[config.mk]
export PLATFORM = sky130hd
export DESIGN_NAME = eq_param_sequencer
export DESIGN_NICKNAME = d
export VERILOG_FILES = /design/src/rtl/eq_seq_pkg.sv /design/src/rtl/eq_gain_stepper.sv /design/src/rtl/eq_param_sequencer.sv
export SDC_FILE = /design/constraint.sdc
export NUM_CORES = 1
export LEC_CHECK = 0
export ABC_AREA = 1
export CAP_MARGIN = 10
export CORE_UTILIZATION = 37
export DETAILED_ROUTE_END_ITERATION = 6
export PLACE_DENSITY_LB_ADDON = 0.05
export SKIP_CTS_REPAIR_TIMING = 1
export SYNTH_ARGS = -nofsm -noshare
export SYNTH_HDL_FRONTEND = slang
export SYNTH_SLANG_ARGS = --single-unit
[constraint.sdc]
create_clock -name i_clk -period 2.7 [get_ports i_clk]
set_input_delay 0.81 -clock i_clk [delete_from_list [all_inputs] [get_ports i_clk]]
set_output_delay 0.81 -clock i_clk [all_outputs]
set_load 0.05 [all_outputs]
[src/rtl/eq_seq_pkg.sv]
// Shared definitions for the EQ parameter sequencer.
// Contents:
//   state_t      - sequencer FSM encoding (IDLE / SCAN / WRITE)
//   gain_t       - 16-bit signed two's-complement gain
//   NBAND_DEF    - default number of EQ bands
//   GAIN_MAX_DEF - default upper gain clamp
//   GAIN_MIN_DEF - default lower gain clamp
package eq_seq_pkg;

  typedef enum logic [1:0] {
    ST_IDLE  = 2'd0,
    ST_SCAN  = 2'd1,
    ST_WRITE = 2'd2
  } state_t;

  typedef logic signed [15:0] gain_t;

  localparam int NBAND_DEF    = 7;
  localparam int GAIN_MAX_DEF = 12;
  localparam int GAIN_MIN_DEF = -11;

endpackage

[src/rtl/eq_gain_stepper.sv]
// Pure combinational gain arithmetic for the EQ sequencer.
// Build option: EQ_SEQ_RAMP_EN selects +/-1 ramping; otherwise the
// current gain jumps straight to the target.
// Ports:
//   i_raw     - raw requested target gain
//   o_clamped - i_raw clamped to [GAIN_MIN, GAIN_MAX]
//   i_cur     - current gain of the band being scanned
//   i_tgt     - target gain of the band being scanned
//   o_next    - current gain after one step toward the target
module eq_gain_stepper
  import eq_seq_pkg::*;
#(
  parameter int GAIN_MAX = GAIN_MAX_DEF,
  parameter int GAIN_MIN = GAIN_MIN_DEF
) (
  input  logic signed [15:0] i_raw,
  output logic signed [15:0] o_clamped,
  input  logic signed [15:0] i_cur,
  input  logic signed [15:0] i_tgt,
  output logic signed [15:0] o_next
);

  function automatic gain_t clamp_gain(input gain_t raw);
    gain_t res;
    if (raw > gain_t'(GAIN_MAX)) begin
      res = gain_t'(GAIN_MAX);
    end else if (raw < gain_t'(GAIN_MIN)) begin
      res = gain_t'(GAIN_MIN);
    end else begin
      res = raw;
    end
    return res;
  endfunction

  function automatic gain_t step_toward(input gain_t cur, input gain_t tgt);
    gain_t res;
`ifdef EQ_SEQ_RAMP_EN
    if (tgt > cur) begin
      res = cur + 16'sd1;
    end else if (tgt < cur) begin
      res = cur - 16'sd1;
    end else begin
      res = cur;
    end
`else
    // Jump mode: the write carries the target directly.
    res = (cur == tgt) ? cur : tgt;
`endif
    return res;
  endfunction

  // Clamp and step results for the sequencer datapath
  always_comb begin
    o_clamped = clamp_gain(i_raw);
    o_next    = step_toward(i_cur, i_tgt);
  end

endmodule

[src/rtl/eq_param_sequencer.sv]
// EQ parameter sequencer: holds per-band target/current gains and, on
// each audio frame tick, walks the bands and issues one DSP write per
// band whose current gain differs from its target.
// Build option: EQ_SEQ_RAMP_EN (see eq_gain_stepper) enables +/-1 ramping.
// Ports:
//   i_clk, i_rst_n        - clock, asynchronous active-low reset
//   i_frame_tick          - one pulse per audio sample; starts a scan pass
//   i_tgt_wr/band/gain    - load a (clamped) target gain for one band
//   i_clear               - zero all targets (wins over i_tgt_wr)
//   o_wr_valid/i_wr_ready - DSP write handshake, o_band/o_gain payload
//   o_settled             - idle and every current gain equals its target
//   o_overrun             - sticky: a frame tick was lost
module eq_param_sequencer
  import eq_seq_pkg::*;
#(
  parameter int NBAND    = NBAND_DEF,
  parameter int GAIN_MAX = GAIN_MAX_DEF,
  parameter int GAIN_MIN = GAIN_MIN_DEF
) (
  input  logic        i_clk,
  input  logic        i_rst_n,
  input  logic        i_frame_tick,
  input  logic        i_tgt_wr,
  input  logic [2:0]  i_tgt_band,
  input  logic [15:0] i_tgt_gain,
  input  logic        i_clear,
  output logic        o_wr_valid,
  input  logic        i_wr_ready,
  output logic [2:0]  o_band,
  output logic [15:0] o_gain,
  output logic        o_settled,
  output logic        o_overrun
);

  state_t     state_r, state_nx_s;
  logic [2:0] band_r, band_nx_s;
  logic       pending_r, overrun_r;
  logic       wr_valid_r;
  logic [2:0] band_out_r;
  gain_t      gain_out_r;
  gain_t      tgt_r [NBAND];
  gain_t      cur_r [NBAND];

  gain_t      cur_sel_s, tgt_sel_s, next_s, clamped_s;
  logic       mismatch_s, last_band_s, band_ok_s, tick_busy_s;
  logic       start_s, step_s, xfer_s, all_eq_s;

  eq_gain_stepper #(
    .GAIN_MAX (GAIN_MAX),
    .GAIN_MIN (GAIN_MIN)
  ) u_stepper (
    .i_raw     (gain_t'(i_tgt_gain)),
    .o_clamped (clamped_s),
    .i_cur     (cur_sel_s),
    .i_tgt     (tgt_sel_s),
    .o_next    (next_s)
  );

  // Band selection and status decode
  always_comb begin
    cur_sel_s   = cur_r[band_r];
    tgt_sel_s   = tgt_r[band_r];
    mismatch_s  = (cur_sel_s != tgt_sel_s);
    last_band_s = (band_r == 3'(NBAND - 1));
    band_ok_s   = ({29'd0, i_tgt_band} < 32'(NBAND));
    tick_busy_s = i_frame_tick && (state_r != ST_IDLE);
    all_eq_s    = 1'b1;
    for (int i = 0; i < NBAND; i++) begin
      all_eq_s = all_eq_s & (cur_r[i] == tgt_r[i]);
    end
  end

  // FSM next-state logic and datapath enables
  always_comb begin
    state_nx_s = state_r;
    band_nx_s  = band_r;
    start_s    = 1'b0;
    step_s     = 1'b0;
    xfer_s     = 1'b0;
    case (state_r)
      ST_IDLE: begin
        if (i_frame_tick || pending_r) begin
          state_nx_s = ST_SCAN;
          band_nx_s  = 3'd0;
          start_s    = 1'b1;
        end else begin
          state_nx_s = ST_IDLE;
        end
      end
      ST_SCAN: begin
        if (mismatch_s) begin
          state_nx_s = ST_WRITE;
          step_s     = 1'b1;
        end else if (last_band_s) begin
          state_nx_s = ST_IDLE;
        end else begin
          band_nx_s  = band_r + 3'd1;
        end
      end
      ST_WRITE: begin
        if (i_wr_ready) begin
          xfer_s = 1'b1;
          if (last_band_s) begin
            state_nx_s = ST_IDLE;
          end else begin
            state_nx_s = ST_SCAN;
            band_nx_s  = band_r + 3'd1;
          end
        end else begin
          state_nx_s = ST_WRITE;
        end
      end
      default: begin
        state_nx_s = ST_IDLE;
        band_nx_s  = 3'd0;
      end
    endcase
  end

  // FSM state and band index registers
  always_ff @(posedge i_clk or negedge i_rst_n) begin
    if (!i_rst_n) begin
      state_r <= ST_IDLE;
      band_r  <= 3'd0;
    end else begin
      state_r <= state_nx_s;
      band_r  <= band_nx_s;
    end
  end

  // One-deep tick pending flag and sticky overrun
  always_ff @(posedge i_clk or negedge i_rst_n) begin
    if (!i_rst_n) begin
      pending_r <= 1'b0;
      overrun_r <= 1'b0;
    end else begin
      if (start_s) begin
        pending_r <= 1'b0;
      end else if (tick_busy_s) begin
        pending_r <= 1'b1;
      end else begin
        pending_r <= pending_r;
      end
      if (tick_busy_s && pending_r) begin
        overrun_r <= 1'b1;
      end else begin
        overrun_r <= overrun_r;
      end
    end
  end

  // Target gain registers; clear has priority over a target write
  always_ff @(posedge i_clk or negedge i_rst_n) begin
    if (!i_rst_n) begin
      for (int i = 0; i < NBAND; i++) tgt_r[i] <= 16'sd0;
    end else if (i_clear) begin
      for (int i = 0; i < NBAND; i++) tgt_r[i] <= 16'sd0;
    end else if (i_tgt_wr && band_ok_s) begin
      tgt_r[i_tgt_band] <= clamped_s;
    end
  end

  // Current gain registers, advanced when a scan finds a mismatch
  always_ff @(posedge i_clk or negedge i_rst_n) begin
    if (!i_rst_n) begin
      for (int i = 0; i < NBAND; i++) cur_r[i] <= 16'sd0;
    end else if (step_s) begin
      cur_r[band_r] <= next_s;
    end
  end

  // Write request registers; payload is frozen until the transfer
  always_ff @(posedge i_clk or negedge i_rst_n) begin
    if (!i_rst_n) begin
      wr_valid_r <= 1'b0;
      band_out_r <= 3'd0;
      gain_out_r <= 16'sd0;
    end else if (step_s) begin
      wr_valid_r <= 1'b1;
      band_out_r <= band_r;
      gain_out_r <= next_s;
    end else if (xfer_s) begin
      wr_valid_r <= 1'b0;
    end
  end

  assign o_wr_valid = wr_valid_r;
  assign o_band     = band_out_r;
  assign o_gain     = gain_out_r;
  assign o_overrun  = overrun_r;
  // Combinational from registers so a fresh target drops it immediately.
  assign o_settled  = (state_r == ST_IDLE) && all_eq_s;

endmodule

==> results.txt, run 1 <==
----------------------------------------------------
[Drt]
  Detailed-router iteration count before antenna repair ... 7
  Vias per inst ... roughly 5.8
  Routed WL ... 68300 um
  DRT iter0 DRCs ... about 1800
  # DRC ... 16
  Final routed wire length divided by cell count ... 27.3 um
  Total number of vias ... roughly 14000
  Count of antenna-violating nets left after detailed routing ... 0

[Yosys]
  Number of nets produced by synthesis ... 1792
  Post-synth top area cell ... dfrtp_1
  Syn_area_per_cell ... 7.66 um^2
  Distinct cell type count of the synthesized netlist ... 37
  Synthesized cell area ... between 0.01 and 0.015 mm^2
  EDFF count, synth ... 0
  Share of flip-flops with an asynchronous set or reset ... 100%
  Ys flop type ... dfrtp_1
  Main area contributors after synthesis ... dfrtp_1, nand2_1, o22ai_1
  Total of warnings raised by yosys ... 0
  Part of the Yosys area used for sequential elements ... around 47%
  Gate count after technology mapping ... between 1500 and 2000
  Number of flip-flops and latches in the synthesized netlist ... 251
  Post-synth top area share ... a little under half

[CTS]
  CTS clock-pin slew for the worst setup and hold paths ... around 0.060 ns
  Clock tree from TritonCTS ... done
  Number of H-tree levels ... 1
  Root Buffer ... clkbuf_16
  Number of buffers inserted during clock tree synthesis ... 31
  Clock net sink count ... between 200 and 300
  Clock Latency Late Sink ... around 0.60 ns
  Clock Tree Buf Depth ... 3

[Global routing]
  Maximum number of pins on one net before global-route repair ... 63
  Global-route wire length before repair ... approximately 87000 um
  Number of global-route vias before repair ... 13000
  Initial antenna violation count ... 2
  Total routing resource utilization after global routing ... around a third
  Global-route congestion overflow total ... 0

[Run status]
  Violations in the final reports ... DRC, setup timing
  Run status ... finished with violations

[Pwr]
  Net Switching ... 9.15 mW
  Cell internal power dissipation ... roughly 11 mW
  Leakage dissipation ... roughly 9.2 nW
  Cell Pwr Density ... roughly 1100 mW/mm^2
  Register share of total power ... between 20% and 30%
  Share of power burned in combinational logic ... 53.0%
  Maximum vdd ir drop ... 0.000668 V
  Overall Power ... slightly above 20 mW
  Proportion of power drawn by the clock network ... 22.0%
  Net switching share of the total power ... ~45%

[Worst setup path]
  Startpoint type of the worst setup path ... flip-flop
  Critical path endpoint category ... output pin
  Register-to-Register Path Depth ... 17
  Kind of critical path ... flip-flop to output pin
  Reg-to-reg endpoint ... cur_r[111]$_DFFE_PN0P_
  Signal arrival time at the worst endpoint ... ~2.6 ns
  Req. time, crit path ... 1.89 ns
  Reg-to-reg critical path startpoint ... band_r[0]$_DFFE_PN0P_
  Slack of the worst reg-to-reg path ... -0.14 ns
  Highest net fanout along the worst path ... 2

[Timing]
  Remaining max-slew budget at the tightest pin ... between 20% and 30%
  Fin worst setup slack ... -0.676 ns
  Min Clock Period, post-route ... between 3 and 4 ns
  Transition time of the tightest slew-check pin ... 1.14 ns
  Final hold violations ... 0
  Largest clock skew in the final design ... about 0.033 ns
  Share of the clock period used by the worst path after layout ... 125%
  Final hold slack ... roughly 0.20 ns
  Setup repair after global routing missed its margin ... yes
  Number of max-slew violations in the final report ... 0
  Final sum of negative setup slack ... -7.30 ns
  Number of setup violations in the final report ... 122
  Peak clock frequency supported by timing ... a little under 0.3 GHz

[Die]
  Site Rows ... 69
  Core area ... ~0.036 mm^2
  Y dimension of the die ... roughly 190 um
  Ports placed on the boundary ... 47
  Width of the chip ... 193 um
  Initial standard-cell utilization of the core ... 37.7%
  Die Outline Area ... 0.0372 mm^2

[Final layout]
  Layout net count ... 2043
  Finished Core Util ... roughly 54%
  Number of filler cells placed in the layout ... 3346
  Growth of design area from synthesis to finish ... 43.6%
  Share of final-layout standard cells stronger than drive strength 1 ... 29.2%

[Hold path]
  Worst hold path class ... input pin to async pin

[Run]
  Max Cap Violations ... 0

[Place]
  Global placer's final weighted congestion ... between 1 and 1.5
  Port buffer count ... 46
  HPWL after detailed placement ... approximately 43000 um

----------------------------------------------------
[per-stage QoR]
step	setup slack [ns]	cells	cell area, um^2
after floorplan	0.0430	1760	13500
final	-0.676	2499	19300
after global placement	-0.626	2384	16100
after detailed placement	-0.701	2384	16100
after CTS	-0.816	2442	17200
after global routing	-0.681	2497	19300
[cell type report]
class,instances,area (um^2),share of cell area (%)
Tap cell,461,577,2.98
Timing Repair Buffer,302,3550,18.3
Clock buffer,42,907,4.69
Clock inverter,16,200,1.03
Sequential cell,251,6290,32.5
Inverter,249,947,4.90
Antenna cell,2,5.00,0.0259
Multi-Input combinational cell,1176,6870,35.5
[power by group through the flow]
stage               sequential, mW  clock (mW)  combinational (mW)
floorplan                     5.14           0                4.29
global placement              5.04           0                8.29
detailed placement            5.04           0                8.33
CTS                           4.98        4.56                8.37
global route                  5.19        4.70                11.4
finish                        5.12        4.52                10.9
[cell families (layout without fill, tap and decap cells)]
| family | count (synthesis) | in the layout | synth area share (%) |
|---|---|---|---|
| AND/OR/NAND/NOR | 777 | 778 | 25.3 |
| AO/OA/AOI/OAI | 370 | 370 | 15.8 |
| buffers and inverters | 334 | 609 | 10.3 |
| flip-flops | 251 | 251 | 46.6 |
| XOR/XNOR | 21 | 21 | 1.36 |
| adder cells (fa/ha/maj) | 7 | 7 | 0.650 |
| other | 0 | 2 | 0 |
[critical path, stage by stage, from the launching register on]
cell	delay (ns)
dfrtp_1	0.40
inv_1	0.20
o22ai_1	0.18
nor4_1	0.37
nand4_1	0.21
nor2_1	0.15
nand2_1	0.07
nor2_1	0.10
buf_4	0.14
buf_12	0.13
[registers in the layout, indices dropped and copies added, names as in the netlist]
signal      flops
cur_r         112
tgt_r         112
o_gain         16
band_r          3
o_band          3
state_r         2
o_overrun       1
o_wr_valid      1
pending_r       1
[cells in the mapped netlist, types with 2 or more instances]
cell type	count
o211ai_1	9
nand4_1	39
xor2_1	9
a2111oi_0	2
buf_4	24
buf_2	37
xnor2_1	12
nor4_1	14
inv_1	241
a21oi_1	5
nand3_1	112
clkbuf_1	22
o21ai_1	118
o21ai_0	59
nor2_1	61
nand2_1	506
nor2_4	12
a221oi_1	7
dfrtp_1	251
o22ai_1	166
nand3_2	7
inv_2	8
ha_1	7
nor3_1	3
nor2_2	9
or2_2	8
buf_1	2
[worst max path at each step]
stage,from,endpoint,slack (ns),depth (start not counted)
5_1_grt,cur_r[106]$_DFFE_PN0P_,o_settled,-0.68,10
4_1_cts,cur_r[3]$_DFFE_PN0P_,o_settled,-0.82,10
2_1_floorplan,state_r[0]$_DFFE_PN0P_,o_settled,0.04,8
3_3_place_gp,i_tgt_gain[0],tgt_r[57]$_DFFE_PN0P_,-0.63,9
6_report,cur_r[73]$_DFFE_PN0P_,o_settled,-0.68,9
3_5_place_dp,i_tgt_gain[0],tgt_r[45]$_DFFE_PN0P_,-0.70,9
[routing by layer]
layer / wire (um) / vias to the layer above / GRT usage, %
met3: 7020 / 227 / 6.13
met1: 28100 / 6934 / 45.8
met2: 28900 / 869 / 49.0
met5: 0 / - / 0
met4: 4240 / 0 / 14.3
li1: - / 6369 / -
[cell usage in the layout (no fill, tap or decap), drive strengths merged, types with 2 or more instances in the layout]
cell           count
a2111oi            2
a21oi              5
a221oi             7
buf              235
bufinv             4
clkbuf            65
clkdlybuf4s50     44
clkinv             9
clkinvlp           2
dfrtp            251
diode              2
ha                 7
inv              250
nand2            509
nand3            119
nand4             39
nor2              82
nor3               3
nor4              14
o211ai             9
o21ai            177
o22ai            166
or2                9
xnor2             12
xor2               9
Note: power is estimated with default switching activity, not from simulation.
==> inputs of run 2 (changes only) <==
--- a/config.mk
+++ b/config.mk
@@ -7,9 +7,13 @@
 export LEC_CHECK = 0
 export ABC_AREA = 1
 export CAP_MARGIN = 10
+export CELL_PAD_IN_SITES_DETAIL_PLACEMENT = 0
+export CELL_PAD_IN_SITES_GLOBAL_PLACEMENT = 1
+export CORE_MARGIN = 3
 export CORE_UTILIZATION = 37
 export DETAILED_ROUTE_END_ITERATION = 6
 export PLACE_DENSITY_LB_ADDON = 0.05
+export REMOVE_ABC_BUFFERS = 1
 export SKIP_CTS_REPAIR_TIMING = 1
 export SYNTH_ARGS = -nofsm -noshare
 export SYNTH_HDL_FRONTEND = slang
==> results.txt, run 2 (same netlist as run 1, synthesis figures left out) <==
----------------------------------------------------
[Drt]
  DRT iter0 DRCs ... roughly 1600
  Vias per inst ... roughly 5.7
  Detailed-router iteration count before antenna repair ... 6
  Routed WL ... about 70000 um
  Uppermost signal routing layer after detailed routing ... met5
  Total number of vias ... ~15000
  # DRC ... 0
  Final routed wire length divided by cell count ... approximately 28 um
  Met2 Wirelength ... between 30000 and 40000 um
  Detailed-route wire length on metal 1 ... approximately 29000 um
  Count of antenna-violating nets left after detailed routing ... 0
  DR WL met3 ... 7150 um

[Timing]
  Min Clock Period, post-route ... 3.45 ns
  Number of setup violations in the final report ... 137
  Share of the clock period used by the worst path after layout ... 128%
  Fin worst setup slack ... -0.751 ns
  Remaining max-slew budget at the tightest pin ... 29.1%
  Peak clock frequency supported by timing ... roughly 0.29 GHz
  Final sum of negative setup slack ... -34.21 ns
  Setup repair after global routing missed its margin ... yes
  Final hold violations ... 0
  Largest clock skew in the final design ... between 0.008 and 0.009 ns
  Number of max-slew violations in the final report ... 0
  Transition time of the tightest slew-check pin ... roughly 1.1 ns
  Final hold slack ... ~0.15 ns

[Global routing]
  Initial antenna violation count ... 2
  Number of global-route vias before repair ... about 13000
  Global-route congestion overflow total ... 0
  Global-route wire length before repair ... 88300 um
  Total routing resource utilization after global routing ... between 30% and 40%
  Maximum number of pins on one net before global-route repair ... 55

[Pwr]
  Leakage dissipation ... around 9.4 nW
  Maximum vdd ir drop ... about 0.00054 V
  Overall Power ... ~21 mW
  Cell Pwr Density ... 1040 mW/mm^2

[Final layout]
  Antenna Cells ... 0
  Growth of design area from synthesis to finish ... 47.1%
  Total area of multi-input combinational cells ... 0.00699 mm^2
  Layout net count ... 2090
  FF/Latch Area ... between 0.006 and 0.007 mm^2
  Number of filler cells placed in the layout ... 3383
  Commonest cells after routing, fill and taps aside ... nand2_1, dfrtp_1, inv_1
  Share of final-layout standard cells stronger than drive strength 1 ... between 30% and 40%
  Most common library cell in the layout ignoring fill and taps ... nand2_1

[CTS]
  Clock Tree Buf Depth ... 3
  Number of H-tree levels ... 1
  CTS clock-pin slew for the worst setup and hold paths ... 0.06 ns
  Root Buffer ... clkbuf_16
  Clock tree from TritonCTS ... done
  Number of buffers inserted during clock tree synthesis ... 30
  Clock Latency Late Sink ... roughly 0.6 ns
  Clock net sink count ... ~250

[Worst setup path]
  Req. time, crit path ... 1.89 ns
  Signal arrival time at the worst endpoint ... between 2 and 3 ns
  Highest net fanout along the worst path ... 2
  Critical path endpoint category ... output pin
  Kind of critical path ... flip-flop to output pin
  Startpoint type of the worst setup path ... flip-flop
  Register-to-Register Path Depth ... 21

[Die]
  Width of the chip ... approximately 200 um
  Ports placed on the boundary ... 47
  Site Rows ... between 60 and 70
  Die Outline Area ... just under 0.04 mm^2
  Core area ... approximately 0.036 mm^2
  Initial standard-cell utilization of the core ... a little under two fifths
  Y dimension of the die ... roughly 200 um

[Run status]
  Run status ... finished with violations
  Violations in the final reports ... setup timing

[Place]
  Global placer's final weighted congestion ... approximately 0.96
  HPWL after detailed placement ... around 44000 um
  Port buffer count ... 46

[Run]
  Max Cap Violations ... 0

[Hold path]
  Worst hold path class ... input pin to async pin

----------------------------------------------------
[run 2: cell types whose count changed in the layout (fill, tap and decap cells not counted), sizes merged, moves of 2 or more]
cell and change:
buf +46, clkinv -2, clkbuf +3, clkinvlp -2
inv -2, bufinv -2, diode -2
[run 2: path summary, 6_finish.rpt]
kind	from	end	slack [ns]
worst min register to register	o_gain[6]$_DFFE_PN0P_	o_gain[6]$_DFFE_PN0P_	0.48
worst max register to register	band_r[0]$_DFFE_PN0P_	cur_r[62]$_DFFE_PN0P_	-0.38
worst min-delay path	i_rst_n	cur_r[57]$_DFFE_PN0P_	0.15
worst max-delay path	tgt_r[48]$_DFFE_PN0P_	o_settled	-0.75
max in group asynchronous	i_rst_n	band_r[0]$_DFFE_PN0P_	1.79
min in group i_clk	o_gain[6]$_DFFE_PN0P_	o_gain[6]$_DFFE_PN0P_	0.48
[run 2: per-stage QoR]
step	util (%)	instances	setup slack [ns]	area, um^2
floorplan	-	1675	-2.44	13000
global placement	45.8	2419	-0.443	16400
detailed placement	45.8	2419	-0.495	16400
CTS	48.6	2471	-0.971	17400
global route	55.5	2539	-0.798	19800
finish	55.5	2539	-0.751	19800
[run 2: metal layers]
metal  vias up  GRT usage, %
li1       6441             -
met1      7170          41.8
met2       758          49.0
met3       203          7.33
met4         2          11.2
met5         -             0
[run 2: power by group]
part | internal [mW] | switching [mW]
clock network | 2.46 | 1.72
logic | 4.54 | 6.87
registers | 4.38 | 0.717
[run 2: area by class of cell]
type | instances | area share [%]
Multi-Input combinational cell | 1177 | 35.3
Sequential cell | 251 | 31.7
Timing Repair Buffer | 349 | 20.3
Inverter | 249 | 4.82
Clock buffer | 44 | 4.51
Tap cell | 461 | 2.91
Clock inverter | 8 | 0.511
[run 2: worst max-delay path, stage by stage (launching register included)]
cell	delay, ns
dfrtp_1	0.39
inv_1	0.16
o22ai_1	0.14
nor4_2	0.42
buf_4	0.18
nand4_1	0.06
nor2_1	0.21
nand2_1	0.10
nor2_2	0.14
buf_4	0.14
buf_12	0.12
==> inputs of run 3 (changes only) <==
==> constraint.sdc (replaced) <==
create_clock -name i_clk -period 2.7 [get_ports i_clk]
set_input_delay 0.54 -clock i_clk [delete_from_list [all_inputs] [get_ports i_clk]]
set_output_delay 0.54 -clock i_clk [all_outputs]
set_load 0.05 [all_outputs]
==> results.txt, run 3 (same netlist as run 1, synthesis figures left out) <==
----------------------------------------------------
[CTS]
  Clock Latency Late Sink ... just under 0.6 ns
  Root Buffer ... clkbuf_16
  Number of buffers inserted during clock tree synthesis ... 30
  Clock tree from TritonCTS ... done
  Clock net sink count ... ~250
  Number of H-tree levels ... 1
  CTS clock-pin slew for the worst setup and hold paths ... roughly 0.060 ns
  Clock Tree Buf Depth ... 3

[Global routing]
  Number of global-route vias before repair ... 12800
  Global-route wire length before repair ... between 80000 and 90000 um
  Initial antenna violation count ... 1
  Maximum number of pins on one net before global-route repair ... 64
  Total routing resource utilization after global routing ... between 30% and 40%
  Global-route congestion overflow total ... 0

[Drt]
  Vias per inst ... about 5.7
  Detailed-router iteration count before antenna repair ... 6
  Final routed wire length divided by cell count ... around 27 um
  # DRC ... 0
  Routed WL ... 66800 um
  Count of antenna-violating nets left after detailed routing ... 0
  Total number of vias ... ~14000
  DRT iter0 DRCs ... between 1500 and 2000

[Die]
  Site Rows ... 69
  Initial standard-cell utilization of the core ... a little under two fifths
  Die Outline Area ... just under 0.04 mm^2
  Y dimension of the die ... about 200 um
  Core area ... around 0.036 mm^2
  Width of the chip ... 197 um
  Ports placed on the boundary ... 47

[Final layout]
  Post-route cell area ... about 0.019 mm^2
  Finished Core Util ... between 50% and 60%
  Growth of design area from synthesis to finish ... 39.5%
  Layout net count ... roughly 2000
  Commonest cells after routing, fill and taps aside ... nand2_1, dfrtp_1, inv_1
  Total area of multi-input combinational cells ... 0.00660 mm^2
  FF/Latch Area ... 0.00629 mm^2
  Number of filler cells placed in the layout ... about 3500
  Antenna Cells ... 0
  Non-filler instance count after layout ... between 2000 and 2500
  Most common library cell in the layout ignoring fill and taps ... nand2_1
  Share of final-layout standard cells stronger than drive strength 1 ... 25.8%

[Worst setup path]
  Highest net fanout along the worst path ... 3
  Startpoint type of the worst setup path ... flip-flop
  Signal arrival time at the worst endpoint ... between 2 and 3 ns
  Critical path endpoint category ... output pin
  Kind of critical path ... flip-flop to output pin
  Req. time, crit path ... about 2.2 ns

[Timing]
  Peak clock frequency supported by timing ... 0.316 GHz
  Final hold violations ... 0
  Final sum of negative setup slack ... -7.39 ns
  Setup repair after global routing missed its margin ... yes
  Number of setup violations in the final report ... around 110
  Share of the clock period used by the worst path after layout ... 117%
  Remaining max-slew budget at the tightest pin ... 27.2%
  Number of max-slew violations in the final report ... 0
  Fin worst setup slack ... -0.461 ns
  Largest clock skew in the final design ... 0.0161 ns
  Transition time of the tightest slew-check pin ... about 1.1 ns
  Final hold slack ... about 0.47 ns
  Min Clock Period, post-route ... ~3.2 ns

[Run status]
  Run status ... finished with violations
  Violations in the final reports ... setup timing

[Hold path]
  Worst hold path class ... flip-flop to flip-flop

[Place]
  Area after DPL ... 0.0159 mm^2
  Post-Place Worst Slack ... -0.222 ns
  HPWL after detailed placement ... ~43000 um
  Cell Count Post-Placement ... 2363
  Global placer's final weighted congestion ... 0.931
  Port buffer count ... 46

[Pwr]
  Maximum vdd ir drop ... 0.000555 V
  Cell Pwr Density ... approximately 1100 mW/mm^2
  Leakage dissipation ... 8.95 nW
  Overall Power ... 20.0 mW

[Run]
  Max Cap Violations ... 0

----------------------------------------------------
-- run 3: cell type report --
type                            count  area share (%)
Clock inverter                      8           0.612
Timing Repair Buffer              297            18.1
Multi-Input combinational cell   1177            35.1
Clock buffer                       46            4.64
Tap cell                          461            3.07
Inverter                          249            5.01
Sequential cell                   251            33.4
-- run 3: routing by layer --
layer | routed length [um] | GRT usage, % | vias up
met1 | 28000 | 41.5 | 6978
met4 | 2680 | 9.50 | 2
met2 | 29300 | 46.0 | 747
li1 | - | - | 6366
met3 | 6770 | 8.41 | 145
met5 | 13 | 0 | -
-- run 3: worst paths after layout --
check                                         end  slack, ns                  start  cells past startpoint
min                         o_overrun$_DFFE_PN0P_       0.47  o_overrun$_DFFE_PN0P_                      1
max reg2reg                cur_r[107]$_DFFE_PN0P_      -0.15  band_r[0]$_DFFE_PN0P_                     16
min in group asynchronous   cur_r[25]$_DFFE_PN0P_       0.50                i_rst_n                      2
max                                     o_settled      -0.46  tgt_r[36]$_DFFE_PN0P_                      9
max in group asynchronous   cur_r[30]$_DFFE_PN0P_       1.44                i_rst_n                      3
min reg2reg                 o_overrun$_DFFE_PN0P_       0.47  o_overrun$_DFFE_PN0P_                      1
-- run 3: critical path: stages (launching register included) --
cell and delay (ns):
dfrtp_1 0.44, inv_2 0.11, o22ai_2 0.07, nor2_1 0.15
nand4_1 0.38, nor4b_4 0.40, nand2_1 0.10, nor2_1 0.11
buf_4 0.14, buf_12 0.13
-- run 3: power by group --
part | leakage [nW] | switching (mW) | internal, mW
clock network | 0.486 | 1.70 | 2.49
logic | 5.04 | 6.57 | 4.23
registers | 3.43 | 0.666 | 4.38
total | 8.95 | 8.94 | 11.1
